File: src/rtl/regfile_scoreboard.sv
// Register file with two combinational read ports, one write port and a
// per-register pending scoreboard used by decode to stall on RAW hazards.
module regfile_scoreboard #(
    parameter int unsigned DATA_W   = 16,
    parameter int unsigned ADDR_W   = 3,
    parameter bit          ZERO_REG = 1'b1,
    parameter bit          BYPASS   = 1'b1
) (
    input  logic              clk,
    input  logic              rst_n,
    input  logic [ADDR_W-1:0] rd_addr_a,
    input  logic [ADDR_W-1:0] rd_addr_b,
    output logic [DATA_W-1:0] rd_data_a,
    output logic [DATA_W-1:0] rd_data_b,
    output logic              rd_busy_a,
    output logic              rd_busy_b,
    input  logic              wr_en,
    input  logic [ADDR_W-1:0] wr_addr,
    input  logic [DATA_W-1:0] wr_data,
    input  logic              rsv_en,
    input  logic [ADDR_W-1:0] rsv_addr,
    output logic [ADDR_W:0]   pend_cnt,
    output logic              rsv_err
);

    localparam int unsigned NREG  = 1 << ADDR_W;
    localparam int unsigned CNT_W = ADDR_W + 1;

    logic [DATA_W-1:0] r_rf [NREG];
    logic [NREG-1:0]   r_pend;
    logic [CNT_W-1:0]  r_pend_cnt;
    logic              r_rsv_err;

    logic              w_wr_ok;
    logic              w_rsv_ok;
    logic              w_rsv_clash;
    logic              w_zero_a;
    logic              w_zero_b;
    logic              w_byp_a;
    logic              w_byp_b;
    logic [NREG-1:0]   w_pend_nxt;
    logic [CNT_W-1:0]  w_cnt_nxt;

    // Register 0 swallows writes and reservations when hard-wired to zero.
    assign w_wr_ok  = wr_en  && !(ZERO_REG && (wr_addr  == ADDR_W'(0)));
    assign w_rsv_ok = rsv_en && !(ZERO_REG && (rsv_addr == ADDR_W'(0)));

    // A reservation only clashes if the existing one is not being retired now.
    assign w_rsv_clash = w_rsv_ok && r_pend[rsv_addr]
                         && !(w_wr_ok && (wr_addr == rsv_addr));

    assign w_zero_a = ZERO_REG && (rd_addr_a == ADDR_W'(0));
    assign w_zero_b = ZERO_REG && (rd_addr_b == ADDR_W'(0));
    assign w_byp_a  = BYPASS && w_wr_ok && (wr_addr == rd_addr_a);
    assign w_byp_b  = BYPASS && w_wr_ok && (wr_addr == rd_addr_b);

    // Next pending vector: writeback clears, a same-cycle reservation wins.
    always_comb begin
        w_pend_nxt = r_pend;
        w_cnt_nxt  = '0;
        if (w_wr_ok) begin
            w_pend_nxt[wr_addr] = 1'b0;
        end
        if (w_rsv_ok) begin
            w_pend_nxt[rsv_addr] = 1'b1;
        end
        for (int unsigned i = 0; i < NREG; i++) begin
            w_cnt_nxt = w_cnt_nxt + CNT_W'(w_pend_nxt[i]);
        end
    end

    always_ff @(posedge clk or negedge rst_n) begin
        if (!rst_n) begin
            for (int unsigned i = 0; i < NREG; i++) begin
                r_rf[i] <= '0;
            end
        end else if (w_wr_ok) begin
            r_rf[wr_addr] <= wr_data;
        end
    end

    always_ff @(posedge clk or negedge rst_n) begin
        if (!rst_n) begin
            r_pend     <= '0;
            r_pend_cnt <= '0;
            r_rsv_err  <= 1'b0;
        end else begin
            r_pend     <= w_pend_nxt;
            r_pend_cnt <= w_cnt_nxt;
            if (w_rsv_clash) begin
                r_rsv_err <= 1'b1;
            end
        end
    end

    // Read port A: array lookup, then forwarding, then the zero override.
    always_comb begin
        rd_data_a = r_rf[rd_addr_a];
        rd_busy_a = r_pend[rd_addr_a];
        if (w_byp_a) begin
            rd_data_a = wr_data;
            rd_busy_a = 1'b0;
        end
        if (w_zero_a) begin
            rd_data_a = '0;
            rd_busy_a = 1'b0;
        end
    end

    always_comb begin
        rd_data_b = r_rf[rd_addr_b];
        rd_busy_b = r_pend[rd_addr_b];
        if (w_byp_b) begin
            rd_data_b = wr_data;
            rd_busy_b = 1'b0;
        end
        if (w_zero_b) begin
            rd_data_b = '0;
            rd_busy_b = 1'b0;
        end
    end

    assign pend_cnt = r_pend_cnt;
    assign rsv_err  = r_rsv_err;

endmodule
File: config.mk
export PLATFORM = sky130hd
export DESIGN_NAME = regfile_scoreboard
export DESIGN_NICKNAME = d
export VERILOG_FILES = /design/src/rtl/regfile_scoreboard.sv
export SDC_FILE = /design/constraint.sdc
export NUM_CORES = 1
export LEC_CHECK = 0
export CORE_MARGIN = 5
export CORE_UTILIZATION = 50
export DETAILED_ROUTE_END_ITERATION = 8
export HOLD_SLACK_MARGIN = 0.15
export PLACE_DENSITY = 0.71
export SLEW_MARGIN = 20
export SYNTH_ARGS = -nofsm -noshare
export SYNTH_HDL_FRONTEND = slang
export SYNTH_SLANG_ARGS = --single-unit
export TNS_END_PERCENT = 1
File: constraint.sdc
create_clock -name clk -period 4.95 [get_ports clk]
set_input_delay 0.99 -clock clk [delete_from_list [all_inputs] [get_ports clk]]
set_output_delay 0.99 -clock clk [all_outputs]
set_load 0.03 [all_outputs]
Word level (Yosys, flattened, before mapping)

Cells that the tools add are included.

Add/subtract/negate cells: 7
Multipliers: 0
Div/mod/pow operators: 0
Order comparisons: 10
Equal/unequal tests: 3
Shift-type cells: 0
Muxes and demuxes: 29
Bitwise gates (word level): 6
Reductions and logical operators: 17

Operators with widths:

| kind                 | count |
|---|---|
| $mux W16             | 9 |
| $bwmux W128          | 1 |
| $bmux W16 S3         | 2 |
| $demux W16 S3        | 1 |
| $add A4 B1 Y4        | 4 |
| $lt A3 B4 Y1 const B | 4 |
| $mux W8              | 2 |
| $ge A4 B4 Y1 const B | 3 |
| $logic_not A3 Y1     | 4 |
| $not A3 Y4           | 3 |
| $logic_and A1 B1 Y1  | 10 |
| $bmux W1 S3          | 3 |
| $eq A3 B3 Y1         | 3 |
| $mux W1              | 9 |
| $and A8 B8 Y8        | 1 |
| $not A8 Y8           | 1 |
| $or A8 B8 Y8         | 1 |
| $demux W1 S3         | 2 |
| $ge A3 B1 Y1 const B | 2 |
| $add A3 B1 Y4        | 1 |
| $lt A4 B1 Y1 const B | 1 |
| $add A2 B1 Y3        | 1 |
| $logic_not A1 Y1     | 3 |
| $add A1 B1 Y2        | 1 |

Bits in registers: 141
Bits in latches: 0
Memory bits (writable): 0
Memory bits (read-only): 0
Bits of input ports: 32
Output and inout port bits: 39
Logic and storage cells: 83
Memories kept: 0

Depth between registers and ports, before layout

Gate-level depths: netlist of the first run.

Word-level depth: 16
Depth in mapped cells: 14
Gate-level depth less buffers: 12

Least setup slack after synthesis of the first run

Ideal clock, no wire load.

Path type: input port to flip-flop
Start point: input wr_addr[2]
End point: register r_pend_cnt[2], in the netlist pend_cnt[2]
Setup time: 0.123 ns
Arrival time: 3.989 ns
Data required time: 4.827 ns
Path slack: 0.838 ns
Cell stages on the path: 13
Buffers on the path: 2
Cells stage by stage: buf_4 nor2b_4 nand3_2 buf_2 a2bb2oi_1 fa_1 fa_1 fa_1 inv_1 ha_1 inv_1 fa_1 xnor2_1

Word-level cells in the longest chain between the ends: 16
Elaborated cells between the ends (all ways): 20
Those cells by class: add/sub (7); order compare (2); mux (4); bitwise (3); reduce/logical (4)

Ends and longest elaborated chain:

| element                                                                   | RTL line | text |
|---|---|---|
| start: declaration                                                        | 18       | `input logic [ADDR_W-1:0] wr_addr,` |
| $lt A3 B4 Y1 (implied by the code) / $ge A3 B1 Y1 (equally long branches) | 62       | `w_pend_nxt[wr_addr] = 1'b0;` |
| $logic_and A1 B1 Y1 (implied by the code)                                 | 62       |  |
| $mux W1 (implied by the code)                                             | 62       |  |
| $demux W1 S3                                                              | 62       |  |
| $not A8 Y8 (no source line)                                               | -        |  |
| $and A8 B8 Y8 (no source line)                                            | -        |  |
| $mux W8 (*)                                                               | 61       | `if (w_wr_ok) begin` |
| $or A8 B8 Y8 (no source line)                                             | -        |  |
| $mux W8 (*)                                                               | 64       | `if (w_rsv_ok) begin` |
| $add A1 B1 Y2                                                             | 68       | `w_cnt_nxt = w_cnt_nxt + CNT_W'(w_pend_nxt[i]);` |
| $add A2 B1 Y3                                                             | 68       |  |
| $add A3 B1 Y4                                                             | 68       |  |
| $add A4 B1 Y4 (3 in series)                                               | 68       |  |
| $add A4 B1 Y4 (*)                                                         | 68       |  |
| named net w_cnt_nxt[2]                                                    | 42       | `logic [CNT_W-1:0] w_cnt_nxt;` |
| end signal: assignment                                                    | 89       | `r_pend_cnt <= w_cnt_nxt;` |
| end: declaration                                                          | 31       | `logic [CNT_W-1:0] r_pend_cnt;` |

The timed path passes the listed nets; every way through them passes the cells marked *.
A chain may end at the register's enable or synchronous reset.

Worst setup path after layout of the first run

Start point: input wr_addr[1]
End point: output rd_busy_b

Word-level cells in the longest chain between the ends: 6
Elaborated cells between the ends (all ways): 7
Those cells by class: eq/ne (1); mux (2); reduce/logical (4)

Ends and longest elaborated chain:

| element                 | RTL line | text |
|---|---|---|
| $logic_not A3 Y1        | 45       | `assign w_wr_ok = wr_en && !(ZERO_REG && (wr_addr == ADDR_W'(0)));` |
| $logic_not A1 Y1        | 45       |  |
| $logic_and A1 B1 Y1     | 45       |  |
| $logic_and A1 B1 Y1 (*) | 55       | `assign w_byp_b = BYPASS && w_wr_ok && (wr_addr == rd_addr_b);` |
| $mux W1 (*)             | 113      | `if (w_byp_b) begin` |
| $mux W1 (*)             | 117      | `if (w_zero_b) begin` |
| end: declaration        | 16       | `output logic rd_busy_b,` |

Mark *: on every way between the ends. The rest lies on a longest branch, timed or not.

==> results.json, run 1 <==
{
  "ys_warn_count": 0,
  "gp_congestion": 0.8090,
  "post-cts-setup-buffers": 0,
  "syn_inst": 559,
  "synth_edf_count": 0,
  "hold_viol_final": 0,
  "insertion_delay_ps": 430,
  "crit_path_end_kind": "primary output",
  "syn-cell-area_um2": 8282,
  "yosysTopAreaCell": "dfrtp_1",
  "gr-total-overflow": 0,
  "switchingPower_uw": 1207,
  "worstSetupPathType": "input pin to primary output",
  "port_buffers": 70,
  "power_frac_comb_pct": 28.8,
  "die_w_um": 138.7,
  "cts_tree": "built",
  "synth_top_area_share_pct": 42.60,
  "ys_seq_area_share_pct": 42.60,
  "finalSetupViolCount": 0,
  "critPathBufInv": 4,
  "cts-htree-levels": 4,
  "core_um2": 16410,
  "path_clk_slew_ps": 60,
  "dieArea_um2": 19240,
  "fin_skew_ps": 8.321,
  "boundaryPins": 71,
  "hold_buffers": 0,
  "synth_area_per_cell_um2": 14.82,
  "die_height_um": 138.7,
  "wirelength_um": 20400,
  "finalSetupTns_ps": 0,
  "synth_ff_type": "dfrtp_1",
  "hold_ws_ps": 393.7,
  "slew_viol_final": 0,
  "min_period_over_period_pct": 87.48,
  "dp.cells": 812,
  "min_period_ps": 4330,
  "cts_root_buffer": "clkbuf_16",
  "worstMarginPinSlew_ps": 954.8,
  "clockPowerShare_pct": 33.4,
  "antenna_cells": 0,
  "antenna_found_initial": 1,
  "stdcell_count": 844,
  "p_int_uw": 2857,
  "cts_resized": 0,
  "ir_worst_vdd_v": 0.0002756,
  "dr.pass1.iters": 5,
  "cts.sinks": 141,
  "fp-row-count": 47,
  "synth_seq_cells": 141,
  "grt_setup_unrepaired": "false",
  "seq_power_share_pct": 37.9,
  "synthTopCellsByArea": "dfrtp_1 (43%), mux2_2 (15%), mux4_1 (15%), mux4_2 (6.3%), mux2i_1 (4.4%)",
  "synth.distinct_cells": 38,
  "remaining_drc_errors": 0,
  "max_stage_delay_ps": 740,
  "synth_nets": 598,
  "min_path_type": "flop to flop",
  "cp.arrival_ps": 3340,
  "max_slew_margin_pct": 36.35,
  "crit_family": "buffers and inverters",
  "swShare_pct": 29.69,
  "yosysMostFrequentCell": "dfrtp_1",
  "dp_hpwl_um": 12570,
  "timing.fmax_mhz": 230.9,
  "grt_pass1_vias": 5789,
  "detail_route.vias_per_cell": 6.108,
  "synthTopCellsByCount": "dfrtp_1 (141), mux2_2 (108), mux4_1 (46), mux2i_1 (36)",
  "drtAntennaViolNets": 0,
  "syn_to_final_growth_pct": 15.61,
  "crit_required_ps": 3960,
  "drive_gt1_share_pct": 36.86,
  "async_reset_ff_share_pct": 100.0,
  "grt_pass1_wl_um": 32530,
  "vias": 5155,
  "cts_made_buffers": 17,
  "leakage_uw": 0.004240,
  "nets": 650,
  "status": "complete, no violations",
  "wl_per_cell_um": 24.17,
  "cts.path.max_buffers": 2,
  "grt_usage_pct": 21.85,
  "power_density_nw_per_um2": 424.4,
  "cp_cell_sequence": "clkdlybuf4s50_1, buf_4, o31a_1, nand4_2, inv_1, nor3_1, clkdlybuf4s50_1",
  "cp_common_cell": "clkdlybuf4s50_1",
  "slowest_stage": "clkdlybuf4s50_1",
  "max-cap-violations": 0,
  "grt_max_degree": 104,
  "fill_cells": 1263,
  "drt_iter0_drc": 309,
  "critPathLaunchType": "input pin",
  "critPathMaxFanout": 7,
  "start_util_pct": 50.48
}
==> layout make-up <==
class / instances / area, µm² / share of cell area, %
Timing Repair Buffer: 93 / 809.5 / 8.455
Sequential cell: 141 / 3528 / 36.85
Inverter: 20 / 75.07 / 0.7841
Tap cell: 220 / 275.3 / 2.875
Clock buffer: 21 / 460.4 / 4.809
Clock inverter: 11 / 165.2 / 1.725
Multi-Input combinational cell: 338 / 4260 / 44.50
==> power groups by stage <==
stage / registers [µW] / logic, µW / clock network, µW
after detailed placement: 1550 / 1180 / 0
final: 1540 / 1170 / 1360
after global placement: 1520 / 1140 / 0
after floorplan: 1520 / 814 / 0
after CTS: 1540 / 1180 / 1380
after global routing: 1570 / 1270 / 1420
==> state kept, by name, indices dropped and copies added (netlist names) <==
register  flops
pend_cnt      4
r_pend        8
r_rf        128
rsv_err       1
==> stage by stage <==
stage          setup WS [ps]  total power (µW)  cell area [µm²]  utilization (%)
2_1_floorplan          838.4              2339             8282                -
3_3_place_gp           521.8              2661             8949            54.54
3_5_place_dp           348.3              2730             8949            54.54
4_1_cts                614.9              4098             9574            58.35
5_1_grt                528.9              4257             9574            58.35
6_report               619.7              4064             9574            58.35
==> worst reg2reg max path, stage by stage, from the launching register on <==
cell       delay (ps)
dfrtp_1           420
a2bb2oi_1         260
fa_1              490
fa_1              520
fa_1              410
inv_1              70
ha_1              160
inv_1              60
fa_1              380
xnor2_1           150
==> placed cells by master (no fill, tap or decap), types with 4 or more instances in the layout <==
cell type        instances
dfrtp_1                141
mux4_1                  46
a21oi_1                 33
mux2_1                   4
mux4_2                  23
inv_1                   20
clkinv_2                 4
fa_1                     4
mux2_2                 108
nand2_1                  8
clkdlybuf4s50_1         35
o21bai_1                33
mux2i_1                 36
xnor2_1                 10
clkbuf_16               17
buf_4                   53
bufinv_16                4
==> routing by layer <==
metal,track usage [%],routed length (µm),vias up
li1,-,-,2260
met1,28.12,8928,2720
met2,37.10,10210,140
met3,5.069,837,33
met4,6.849,412,2
met5,0,12,-
==> final timing paths <==
kind,from,endpoint,slack [ps],depth (start not counted)
max,wr_addr[1],rd_busy_b,620,7
min,r_rf[116],r_rf[116],390,0
max reg2reg,r_pend[3],pend_cnt[2],1920,9
min reg2reg,r_rf[116],r_rf[116],390,0
max in group asynchronous,rst_n,r_rf[86],3160,2
min in group asynchronous,rst_n,pend_cnt[3],690,1
==> logic make-up (layout without fill, tap and decap cells) <==
group           count (synthesis)  in the layout  share of synthesized area, %
simple gates                   27             27                         2.463
mux                           217            217                         40.43
xor+xnor                       10             10                         1.058
compound gates                 77             77                         5.953
fa+ha+maj                       7              7                         1.420
flops                         141            141                         42.60
buf+inv                        80            145                         6.073
Power figures use the tool's default switching activity.
==> run 2: changes to the inputs <==
CAP_MARGIN = 25   (was not set)
==> results.json, run 2 (synthesized netlist as in run 1, its figures left out) <==
{
  "grt.met2_usage_pct": 37.10,
  "boundaryPins": 71,
  "die_height_um": 138.7,
  "post-cts-setup-buffers": 0,
  "finalSetupTns_ps": 0,
  "wl_per_cell_um": 24.23,
  "cts_made_buffers": 17,
  "critPathMaxFanout": 7,
  "core_um2": 16410,
  "syn_to_final_growth_pct": 15.94,
  "clockPowerShare_pct": 33.3,
  "grt_pass1_vias": 5789,
  "drt_iter0_drc": 333,
  "leakage_uw": 0.004253,
  "wirelength_um": 20470,
  "drive_gt1_share_pct": 36.96,
  "slew_viol_final": 0,
  "grt_max_degree": 104,
  "hold_viol_final": 0,
  "grt_usage_pct": 21.85,
  "cts_resized": 0,
  "seq_power_share_pct": 37.8,
  "top_usage_layer": "met2",
  "finalPower_uw": 4068,
  "final_cell_mix": "dfrtp_1 (141), mux2_2 (108), buf_4 (53)",
  "grt_pass1_wl_um": 32530,
  "port_buffers": 70,
  "grt_use_met1_pct": 28.12,
  "nets": 651,
  "die_w_um": 138.7,
  "crit_required_ps": 3960,
  "drtAntennaViolNets": 0,
  "gp_congestion": 0.8090,
  "dp_hpwl_um": 12570,
  "cts.path.max_buffers": 2,
  "remaining_drc_errors": 0,
  "grt_use_met3_pct": 5.069,
  "min_period_over_period_pct": 87.79,
  "insertion_delay_ps": 420,
  "p_int_uw": 2860,
  "hold_buffers": 0,
  "max_slew_margin_pct": 55.07,
  "switchingPower_uw": 1208,
  "top_register": "r_rf",
  "start_util_pct": 50.48,
  "fp-row-count": 47,
  "critPathLaunchType": "input pin",
  "dieArea_um2": 19240,
  "status": "complete, no violations",
  "cp.arrival_ps": 3360,
  "min_period_ps": 4346,
  "path_clk_slew_ps": 60,
  "antenna_cells": 0,
  "cts-htree-levels": 4,
  "max-cap-violations": 0,
  "dr.pass1.iters": 4,
  "fill_cells": 1262,
  "worstSetupPathType": "input pin to primary output",
  "min_path_type": "flop to flop",
  "ir_worst_vdd_v": 0.0002727,
  "cts.sinks": 141,
  "finalSetupViolCount": 0,
  "antenna_found_initial": 1,
  "vias": 5226,
  "fin_skew_ps": 7.569,
  "detail_route.vias_per_cell": 6.185,
  "timing.fmax_mhz": 230.1,
  "crit_path_end_kind": "primary output",
  "gr-total-overflow": 0,
  "swShare_pct": 29.70,
  "power_density_nw_per_um2": 423.7,
  "cts_root_buffer": "clkbuf_16",
  "power_frac_comb_pct": 28.9,
  "largest_register_ffs": 128,
  "grt_setup_unrepaired": "false",
  "worstMarginPinSlew_ps": 673.9,
  "final_common_cell": "dfrtp_1",
  "cts_tree": "built"
}
run 2: cell count changes in the layout (fill, tap and decap cells not counted), sizes merged:
cell | previous run | this run
buf | 58 | 59
run 2: critical path, cell delays in order:
cell             delay [ps]
clkdlybuf4s50_1         550
buf_4                   240
o31a_1                  370
nand4_2                 110
inv_1                    50
nor3_1                  310
clkdlybuf4s50_1         740
run 2: final timing paths:
path                                to  depth (start not counted)  slack (ps)       start
setup / recovery             rd_busy_b                          7         600  wr_addr[1]
hold / removal               r_rf[127]                          0         390   r_rf[127]
setup reg to reg           pend_cnt[2]                          9        1920   r_pend[3]
hold reg to reg              r_rf[127]                          0         390   r_rf[127]
max in group asynchronous     r_rf[71]                          3        3320       rst_n
min in group asynchronous    r_pend[0]                          1         410       rst_n
run 2: routing by layer:
| metal | share of wire [%] | vias to the layer above |
|---|---|---|
| met4 | 1.9 | 2 |
| met2 | 50 | 170 |
| met5 | 0.059 | - |
| met1 | 43 | 2758 |
| met3 | 4.6 | 30 |
| li1 | - | 2266 |
run 2: power by group through the flow:
stage	Combinational [µW]	Sequential [µW]	Clock, µW
finish	1170	1540	1360
floorplan	814	1520	0
global route	1270	1570	1420
detailed placement	1180	1550	0
global placement	1140	1520	0
CTS	1180	1540	1380
run 2: area by class of cell:
class                      count  area (µm²)  share of cell area, %
multi-input combinational    338        4260                  44.37
clock inverter                11       165.2                  1.720
timing repair buffer          94       837.1                  8.718
sequential                   141        3528                  36.75
clock buffer                  21       460.4                  4.795
tap                          220       275.3                  2.867
inverter                      20       75.07                 0.7819
run 2: per-stage QoR:
step | utilization (%) | instances | area, µm² | hold WS [ps] | worst slack (ps)
finish | 58.52 | 845 | 9602 | 393.5 | 604.4
global placement | 54.54 | 812 | 8949 | 371.1 | 521.8
detailed placement | 54.54 | 812 | 8949 | 379.9 | 348.3
CTS | 58.35 | 844 | 9574 | 393.3 | 614.9
global route | 58.52 | 845 | 9602 | 401.3 | 528.9
floorplan | - | 559 | 8282 | 435.7 | 838.4
==> run 3: changes to the inputs <==
SKIP_LAST_GASP = 1   (was not set)
==> results of run 3 <==
The final DEF is identical to that of run 2; final timing and power are the same.
